[src/rtl/audio_pdm_mixer_pkg.sv]
// Shared constants, state encoding and saturation helper for the audio PDM mixer.
package audio_mixer_pkg;

    // Width of the summing path; three sources of at most 16 bits cannot overflow it.
    localparam int MIX_W = 18;

    // Modulator input that produces a 50% duty cycle (analog mid-scale).
    localparam logic [15:0] PDM_MID = 16'h8000;

    // Zero level of the unsigned Tandy/SN76489 sample.
    localparam logic [7:0] TANDY_MID = 8'd128;

    // Pop-suppression state machine encoding.
    typedef enum logic {
        MUTE = 1'b0,
        RUN  = 1'b1
    } mix_state_e;

    // Clamp an attenuated mix to the signed 16-bit range.
    function automatic logic [15:0] sat16(input logic signed [MIX_W-1:0] v);
        if (v > 18'sd32767) begin
            return 16'h7FFF;
        end else if (v < -18'sd32768) begin
            return 16'h8000;
        end else begin
            return v[15:0];
        end
    endfunction

endpackage

[src/rtl/audio_pdm_mixer_if.sv]
// Chipset-side audio sources and board audio pins grouped as one bundle.
interface audio_pdm_mixer_if;

    logic               sample_en;
    logic               speaker_in;
    logic signed [15:0] opl2_sample;
    logic        [7:0]  tandy_sample;
    logic               speaker_en;
    logic               opl2_en;
    logic               tandy_en;
    logic        [2:0]  volume;
    logic               mute_req;
    logic               AUD_L;
    logic               AUD_R;

    // Chipset side: drives the sources, observes the pins.
    modport master (
        output sample_en, speaker_in, opl2_sample, tandy_sample,
        output speaker_en, opl2_en, tandy_en, volume, mute_req,
        input  AUD_L, AUD_R
    );

    // Mixer side: consumes the sources, drives the pins.
    modport slave (
        input  sample_en, speaker_in, opl2_sample, tandy_sample,
        input  speaker_en, opl2_en, tandy_en, volume, mute_req,
        output AUD_L, AUD_R
    );

endinterface

[src/rtl/audio_pdm_mixer_pdm.sv]
// First-order delta-sigma modulator: the carry out of a 16-bit phase
// accumulator is the PDM bit, so its density equals din / 65536.
module pdm_mod1 (
    input  logic        clk_chipset,
    input  logic        reset,
    input  logic [15:0] din,
    output logic        dout
);

    logic [15:0] acc_q;
    logic        dout_q;
    logic [16:0] acc_sum;

    assign acc_sum = {1'b0, acc_q} + {1'b0, din};
    assign dout    = dout_q;

    // Accumulate the level; the carry becomes the registered output bit.
    always_ff @(posedge clk_chipset) begin
        if (reset) begin
            acc_q  <= '0;
            dout_q <= 1'b0;
        end else begin
            acc_q  <= acc_sum[15:0];
            dout_q <= acc_sum[16];
        end
    end

endmodule

[src/rtl/audio_pdm_mixer.sv]
// Mixes speaker, OPL2 and Tandy audio into one signed level, attenuates and
// saturates it, and drives AUD_L/AUD_R through a PDM modulator. A mute state
// machine parks the modulator at mid-scale after reset or on request.
module audio_pdm_mixer
    import audio_mixer_pkg::*;
#(
    parameter logic signed [15:0] SPK_LEVEL   = 16'sd8192,
    parameter int                 MUTE_CYCLES = 65536
) (
    input  logic             clk_chipset,
    input  logic             reset,
    audio_pdm_mixer_if.slave aud
);

    localparam int CNT_W = 20;

    // Stage 0 capture registers.
    logic signed [15:0]      opl2_q;
    logic        [7:0]       tandy_q;
    logic                    spk_q;
    logic                    spk_en_q;

    // Stage 1 / stage 2 pipeline registers.
    logic signed [MIX_W-1:0] sum_q;
    logic signed [MIX_W-1:0] sum_d;
    logic signed [15:0]      lvl_q;
    logic signed [15:0]      lvl_d;

    // Mute state machine.
    mix_state_e              state_q;
    mix_state_e              state_d;
    logic        [CNT_W-1:0] cnt_q;
    logic        [CNT_W-1:0] cnt_d;

    // Source conversion and modulator drive.
    logic signed [15:0]      opl2_s;
    logic        [7:0]       tandy_off;
    logic signed [13:0]      tandy_s;
    logic signed [15:0]      spk_s;
    logic signed [MIX_W-1:0] att;
    logic        [15:0]      u;
    logic        [15:0]      u_eff;
    logic                    pdm_bit;

    // Capture samples on the strobe; speaker bit and its enable every clock.
    always_ff @(posedge clk_chipset) begin
        if (reset) begin
            opl2_q   <= '0;
            tandy_q  <= TANDY_MID;
            spk_q    <= 1'b0;
            spk_en_q <= 1'b0;
        end else begin
            if (aud.sample_en) begin
                opl2_q  <= aud.opl2_sample;
                tandy_q <= aud.tandy_sample;
            end
            spk_q    <= aud.speaker_in;
            spk_en_q <= aud.speaker_en;
        end
    end

    // Convert each source to signed and sum with sign extension. The OPL2 and
    // Tandy enables act on the held samples so they take effect immediately.
    always_comb begin
        opl2_s    = aud.opl2_en ? opl2_q : 16'sd0;
        tandy_off = tandy_q - TANDY_MID;
        tandy_s   = aud.tandy_en ? $signed({tandy_off, 6'b000000}) : 14'sd0;
        spk_s     = 16'sd0;
        if (spk_en_q) begin
            spk_s = spk_q ? SPK_LEVEL : -SPK_LEVEL;
        end
        sum_d = {{(MIX_W-16){opl2_s[15]}}, opl2_s}
              + {{(MIX_W-14){tandy_s[13]}}, tandy_s}
              + {{(MIX_W-16){spk_s[15]}}, spk_s};
    end

    // Attenuate by an arithmetic shift, then clamp to 16 bits.
    always_comb begin
        att   = sum_q >>> aud.volume;
        lvl_d = $signed(sat16(att));
    end

    // Sum and scale pipeline registers.
    always_ff @(posedge clk_chipset) begin
        if (reset) begin
            sum_q <= '0;
            lvl_q <= '0;
        end else begin
            sum_q <= sum_d;
            lvl_q <= lvl_d;
        end
    end

    // Mute state register and settle counter.
    always_ff @(posedge clk_chipset) begin
        if (reset) begin
            state_q <= MUTE;
            cnt_q   <= '0;
        end else begin
            state_q <= state_d;
            cnt_q   <= cnt_d;
        end
    end

    // Next state: stay muted until MUTE_CYCLES quiet clocks have passed.
    always_comb begin
        state_d = state_q;
        cnt_d   = cnt_q;
        case (state_q)
            MUTE: begin
                if (aud.mute_req) begin
                    cnt_d = '0;
                end else if (cnt_q == CNT_W'(MUTE_CYCLES - 1)) begin
                    state_d = RUN;
                    cnt_d   = '0;
                end else begin
                    cnt_d = cnt_q + 1'b1;
                end
            end
            RUN: begin
                if (aud.mute_req) begin
                    state_d = MUTE;
                    cnt_d   = '0;
                end
            end
            default: begin
                state_d = MUTE;
                cnt_d   = '0;
            end
        endcase
    end

    // Offset-binary level for the modulator; mid-scale while muted.
    always_comb begin
        u     = {~lvl_q[15], lvl_q[14:0]};
        u_eff = (state_q == RUN) ? u : PDM_MID;
    end

    pdm_mod1 u_pdm (
        .clk_chipset (clk_chipset),
        .reset       (reset),
        .din         (u_eff),
        .dout        (pdm_bit)
    );

    assign aud.AUD_L = pdm_bit;
    assign aud.AUD_R = pdm_bit;

endmodule

[src/flat_wrapper.sv]
// flat-port wrapper written by rule: the top's interface ports become plain ports
module audio_pdm_mixer_flat import audio_mixer_pkg::*;
#(
    parameter logic signed [15:0] SPK_LEVEL   = 16'sd8192,
    parameter int                 MUTE_CYCLES = 65536
)
  (clk_chipset, reset, aud_sample_en, aud_speaker_in, aud_opl2_sample, aud_tandy_sample, aud_speaker_en, aud_opl2_en, aud_tandy_en, aud_volume, aud_mute_req, aud_AUD_L, aud_AUD_R);
  audio_pdm_mixer_if aud_i ();
  input  logic clk_chipset;
  input  logic reset;
  input wire logic [$bits(aud_i.sample_en)-1:0] aud_sample_en;
  input wire logic [$bits(aud_i.speaker_in)-1:0] aud_speaker_in;
  input wire logic [$bits(aud_i.opl2_sample)-1:0] aud_opl2_sample;
  input wire logic [$bits(aud_i.tandy_sample)-1:0] aud_tandy_sample;
  input wire logic [$bits(aud_i.speaker_en)-1:0] aud_speaker_en;
  input wire logic [$bits(aud_i.opl2_en)-1:0] aud_opl2_en;
  input wire logic [$bits(aud_i.tandy_en)-1:0] aud_tandy_en;
  input wire logic [$bits(aud_i.volume)-1:0] aud_volume;
  input wire logic [$bits(aud_i.mute_req)-1:0] aud_mute_req;
  output wire logic [$bits(aud_i.AUD_L)-1:0] aud_AUD_L;
  output wire logic [$bits(aud_i.AUD_R)-1:0] aud_AUD_R;
  assign aud_i.sample_en = aud_sample_en;
  assign aud_i.speaker_in = aud_speaker_in;
  assign aud_i.opl2_sample = aud_opl2_sample;
  assign aud_i.tandy_sample = aud_tandy_sample;
  assign aud_i.speaker_en = aud_speaker_en;
  assign aud_i.opl2_en = aud_opl2_en;
  assign aud_i.tandy_en = aud_tandy_en;
  assign aud_i.volume = aud_volume;
  assign aud_i.mute_req = aud_mute_req;
  assign aud_AUD_L = aud_i.AUD_L;
  assign aud_AUD_R = aud_i.AUD_R;
  audio_pdm_mixer #(.SPK_LEVEL(SPK_LEVEL), .MUTE_CYCLES(MUTE_CYCLES)) u_core (.clk_chipset(clk_chipset), .reset(reset), .aud(aud_i));
endmodule
[config.mk]
export PLATFORM = sky130hd
export DESIGN_NAME = audio_pdm_mixer_flat
export DESIGN_NICKNAME = d
export VERILOG_FILES = /design/src/rtl/audio_pdm_mixer_pkg.sv /design/src/rtl/audio_pdm_mixer_if.sv /design/src/rtl/audio_pdm_mixer_pdm.sv /design/src/rtl/audio_pdm_mixer.sv /design/src/flat_wrapper.sv
export SDC_FILE = /design/constraint.sdc
export NUM_CORES = 1
export LEC_CHECK = 0
export BUFFER_PORTS_ARGS = -buffer_cell sky130_fd_sc_hd__buf_4
export CAP_MARGIN = 40
export CELL_PAD_IN_SITES_DETAIL_PLACEMENT = 1
export CELL_PAD_IN_SITES_GLOBAL_PLACEMENT = 2
export CORE_MARGIN = 10
export CORE_UTILIZATION = 43
export CTS_BUF_LIST = sky130_fd_sc_hd__clkbuf_4
export CTS_CLUSTER_DIAMETER = 150
export DETAILED_ROUTE_END_ITERATION = 10
export GPL_TIMING_DRIVEN = 0
export PLACE_DENSITY_LB_ADDON = 0.1
export SLEW_MARGIN = 0
export SYNTH_ARGS = -nofsm -noshare
export SYNTH_HDL_FRONTEND = slang
export SYNTH_HIERARCHICAL = 1
export SYNTH_SLANG_ARGS = --single-unit
[constraint.sdc]
create_clock -name clk_chipset -period 7.9 [get_ports clk_chipset]
set_input_delay 0.395 -clock clk_chipset [delete_from_list [all_inputs] [get_ports clk_chipset]]
set_output_delay 0.395 -clock clk_chipset [all_outputs]
set_load 0.01 [all_outputs]
==> results.ini <==
[global_routing]
grt_pass1_vias=4643
grt_overflow=0
grt_max_degree=16
antenna_found_initial=1
grt_pass1_wl_um=22450
track_usage_pct=15.27

[final_layout]
fillers=1540
syn_to_final_growth_pct=11.11
drive_above_1_share_pct=14.11
fin_nets=714

[logic_synthesis]
synth-warning-count=6
syn_inst=594
synth_nets=668
ys_seq_area_share_pct=35.55
syn_avg_cell_area_um2=9.291
ys_types=70
synthesis.area_mm2=0.005519
postSynthRegisterBits=98
synth_ff_type=dfxtp_1
async_reset_ff_share_pct=0
synth-edff-count=0

[timing]
relSlewSlack_pct=59.79
tightest_slew_ps=603.2
setup_violations=0
skew_ps=21.76
worst_slack_ps=5026
rsz0062_at_grt=no
hold_viol_final=0
maxClockFrequency_mhz=347.9
tns_ps=0
slew_violations=0
fin_crit_sh_pct=36.38
final.min_clock_period_ps=2874

[floorplan]
die_h_um=133.3
ioPinCount=37
start_util_pct=43.73
dieArea_mm2=0.01777
rows=41
die_w_um=133.3
core_area_mm2=0.01262

[routing]
wirelength_um=13180
route.detailed.drc=0
num_vias=4336
via_per_inst=5.301
ant_nets=0
drtPass1Iterations=4
drt_iter0_drc=125
wl_per_cell_um=16.11

[placed_design]
io_buffers=35
pre_cts_slack_ps=5041
hpwl_um=10480
place_congestion=0.8401

[critical_path]
cp.buffers_inverters=1
cp-end-kind=flip-flop
critPathMaxFanout=10
slowest_stage=fa_1
startpoint_type=flip-flop
crit_chain=clkbuf_1 -> and2_1 -> ha_1 -> fa_1 -> a21o_1 -> a221oi_4 -> o21ai_2 -> a21oi_2 -> mux2_1
slowest_delay_ps=420
critical_path_class=flip-flop to flip-flop
cp.required_ps=8250
crit_family=compound AO/OA/AOI/OAI gates
arrival_ps=3230

[clock_tree]
clkLatencyLatePin_ps=460
clkTransAtPathRegs_ps=160
cts.hold.buffers_added=0
cts_setup_buffers=0
cts_tree=done
cts_buffer_depth=2
htreeDepth=3
cts_resized=0
cts_inserted_buffers=9
clockRootBuffer=clkbuf_4
clock_sinks=98

[power]
internal_power_mw=0.6686
p_sw_mw=0.2416
switching_share_pct=26.54
p_per_area_mw_per_mm2=148.4
pwr-share-seq_pct=58.0
pwr-share-comb_pct=12.8
pwr-share-clk_pct=29.2
power_leakage_nw=2.671
irDropWorstVdd_mv=0.1114

[min_path]
hold_path_class=input port to flip-flop

[job]
cap_viol_max_count=0

[status]
status=finished, final reports clean

## metrics by stage
stage               hold slack, ps  cell area [µm²]  util [%]  instances  total power, mW
finish                       148.3             6132     48.59        818           0.9102
global route                 125.9             6132     48.59        818           0.9655
CTS                          109.5             6130     48.57        817           0.9280
detailed placement           447.5             5997     47.52        801           0.6570
global placement             439.1             5997     47.52        801           0.6521
floorplan                    429.1             5519         -        594           0.6138
## synthesized netlist by cell type (all sizes together), types with 8 or more instances
| cell type | instances | area (µm²) |
|---|---|---|
| a21oi | 22 | 113.9 |
| and2 | 38 | 239.0 |
| a211oi | 8 | 60.06 |
| ha | 36 | 450.4 |
| nand3 | 16 | 90.09 |
| nor2 | 72 | 272.8 |
| buf | 13 | 88.83 |
| dfxtp | 98 | 1962 |
| xnor2 | 15 | 131.4 |
| nand2 | 23 | 86.33 |
| o21ai | 28 | 158.9 |
| clkbuf | 13 | 50.04 |
| mux2i | 55 | 550.5 |
| a21o | 11 | 82.58 |
| nor3 | 8 | 40.04 |
| inv | 20 | 75.07 |
| nor2b | 19 | 118.9 |
| xor2 | 10 | 87.58 |
## final timing paths
check | to | start | slack, ps | depth (start not counted)
hold reg to reg | u_core/sum_q[2] | u_core/opl2_q[2] | 470 | 1
setup / recovery | u_core/u_pdm/acc_q[12] | u_core/state_q | 5030 | 9
setup reg to reg | u_core/u_pdm/acc_q[12] | u_core/state_q | 5030 | 9
hold / removal | u_core/tandy_q[7] | aud_tandy_sample[7] | 150 | 3
## cell usage in the layout (no fill, tap or decap), types with 10 or more instances in the layout
cell type / n
xor2_1: 10
o21ai_0: 22
nand2_1: 23
nor2b_1: 19
dfxtp_1: 98
mux2i_1: 55
inv_1: 20
nor2_1: 71
xnor2_1: 15
clkbuf_1: 12
clkbuf_4: 10
ha_1: 36
and2_1: 37
nand3_1: 14
a21o_1: 11
a21oi_1: 21
buf_4: 36
## sequential cells by signal, summed over array words and instances (netlist names), 8 cells and up
register / count
u_core/u_pdm/acc_q: 16
u_core/sum_q: 18
u_core/opl2_q: 16
u_core/tandy_q: 8
u_core/lvl_q: 16
u_core/cnt_q: 20
## power by group through the flow
stage / Combinational, mW / Clock (mW) / Sequential [mW]
global placement: 0.114 / 0 / 0.538
CTS: 0.118 / 0.281 / 0.528
detailed placement: 0.118 / 0 / 0.539
floorplan: 0.0800 / 0 / 0.534
global route: 0.132 / 0.303 / 0.531
finish: 0.117 / 0.265 / 0.528
## worst min-delay path: cells and delay by family
kind	cells	cell delay (ps)
AND/OR/NAND/NOR	1	60
buffers and inverters	1	80
multiplexers	1	50
## logic make-up (layout without fill, tap and decap cells)
family / count (synthesis) / after routing / share of synthesized area (%)
compound gates: 113 / 113 / 14.49
xor+xnor: 25 / 25 / 3.967
fa+ha+maj: 39 / 39 / 9.250
buf+inv: 46 / 97 / 3.876
flops: 98 / 98 / 35.55
mux: 63 / 63 / 12.42
other cells: 0 / 1 / 0
simple gates: 210 / 210 / 20.45
## area by class of cell
cell class | instances | area (µm²) | area share [%]
diodes | 1 | 2.502 | 0.04081
plain buffers | 26 | 138.9 | 2.265
clock buffers | 10 | 75.07 | 1.224
clock inverters | 6 | 57.56 | 0.9386
inverters | 20 | 75.07 | 1.224
multi-input cells | 450 | 3343 | 54.52
flip-flops and latches | 98 | 1962 | 31.99
well taps | 172 | 215.2 | 3.509
repair buffers | 35 | 262.8 | 4.285
## layer usage
metal	part of all wire [%]	GRT usage, %
met1	45	17.37
met2	51	27.75
met4	1.6	5.441
met3	2.0	2.782
met5	0	0
No activity file was read; power rests on OpenSTA's default activity.
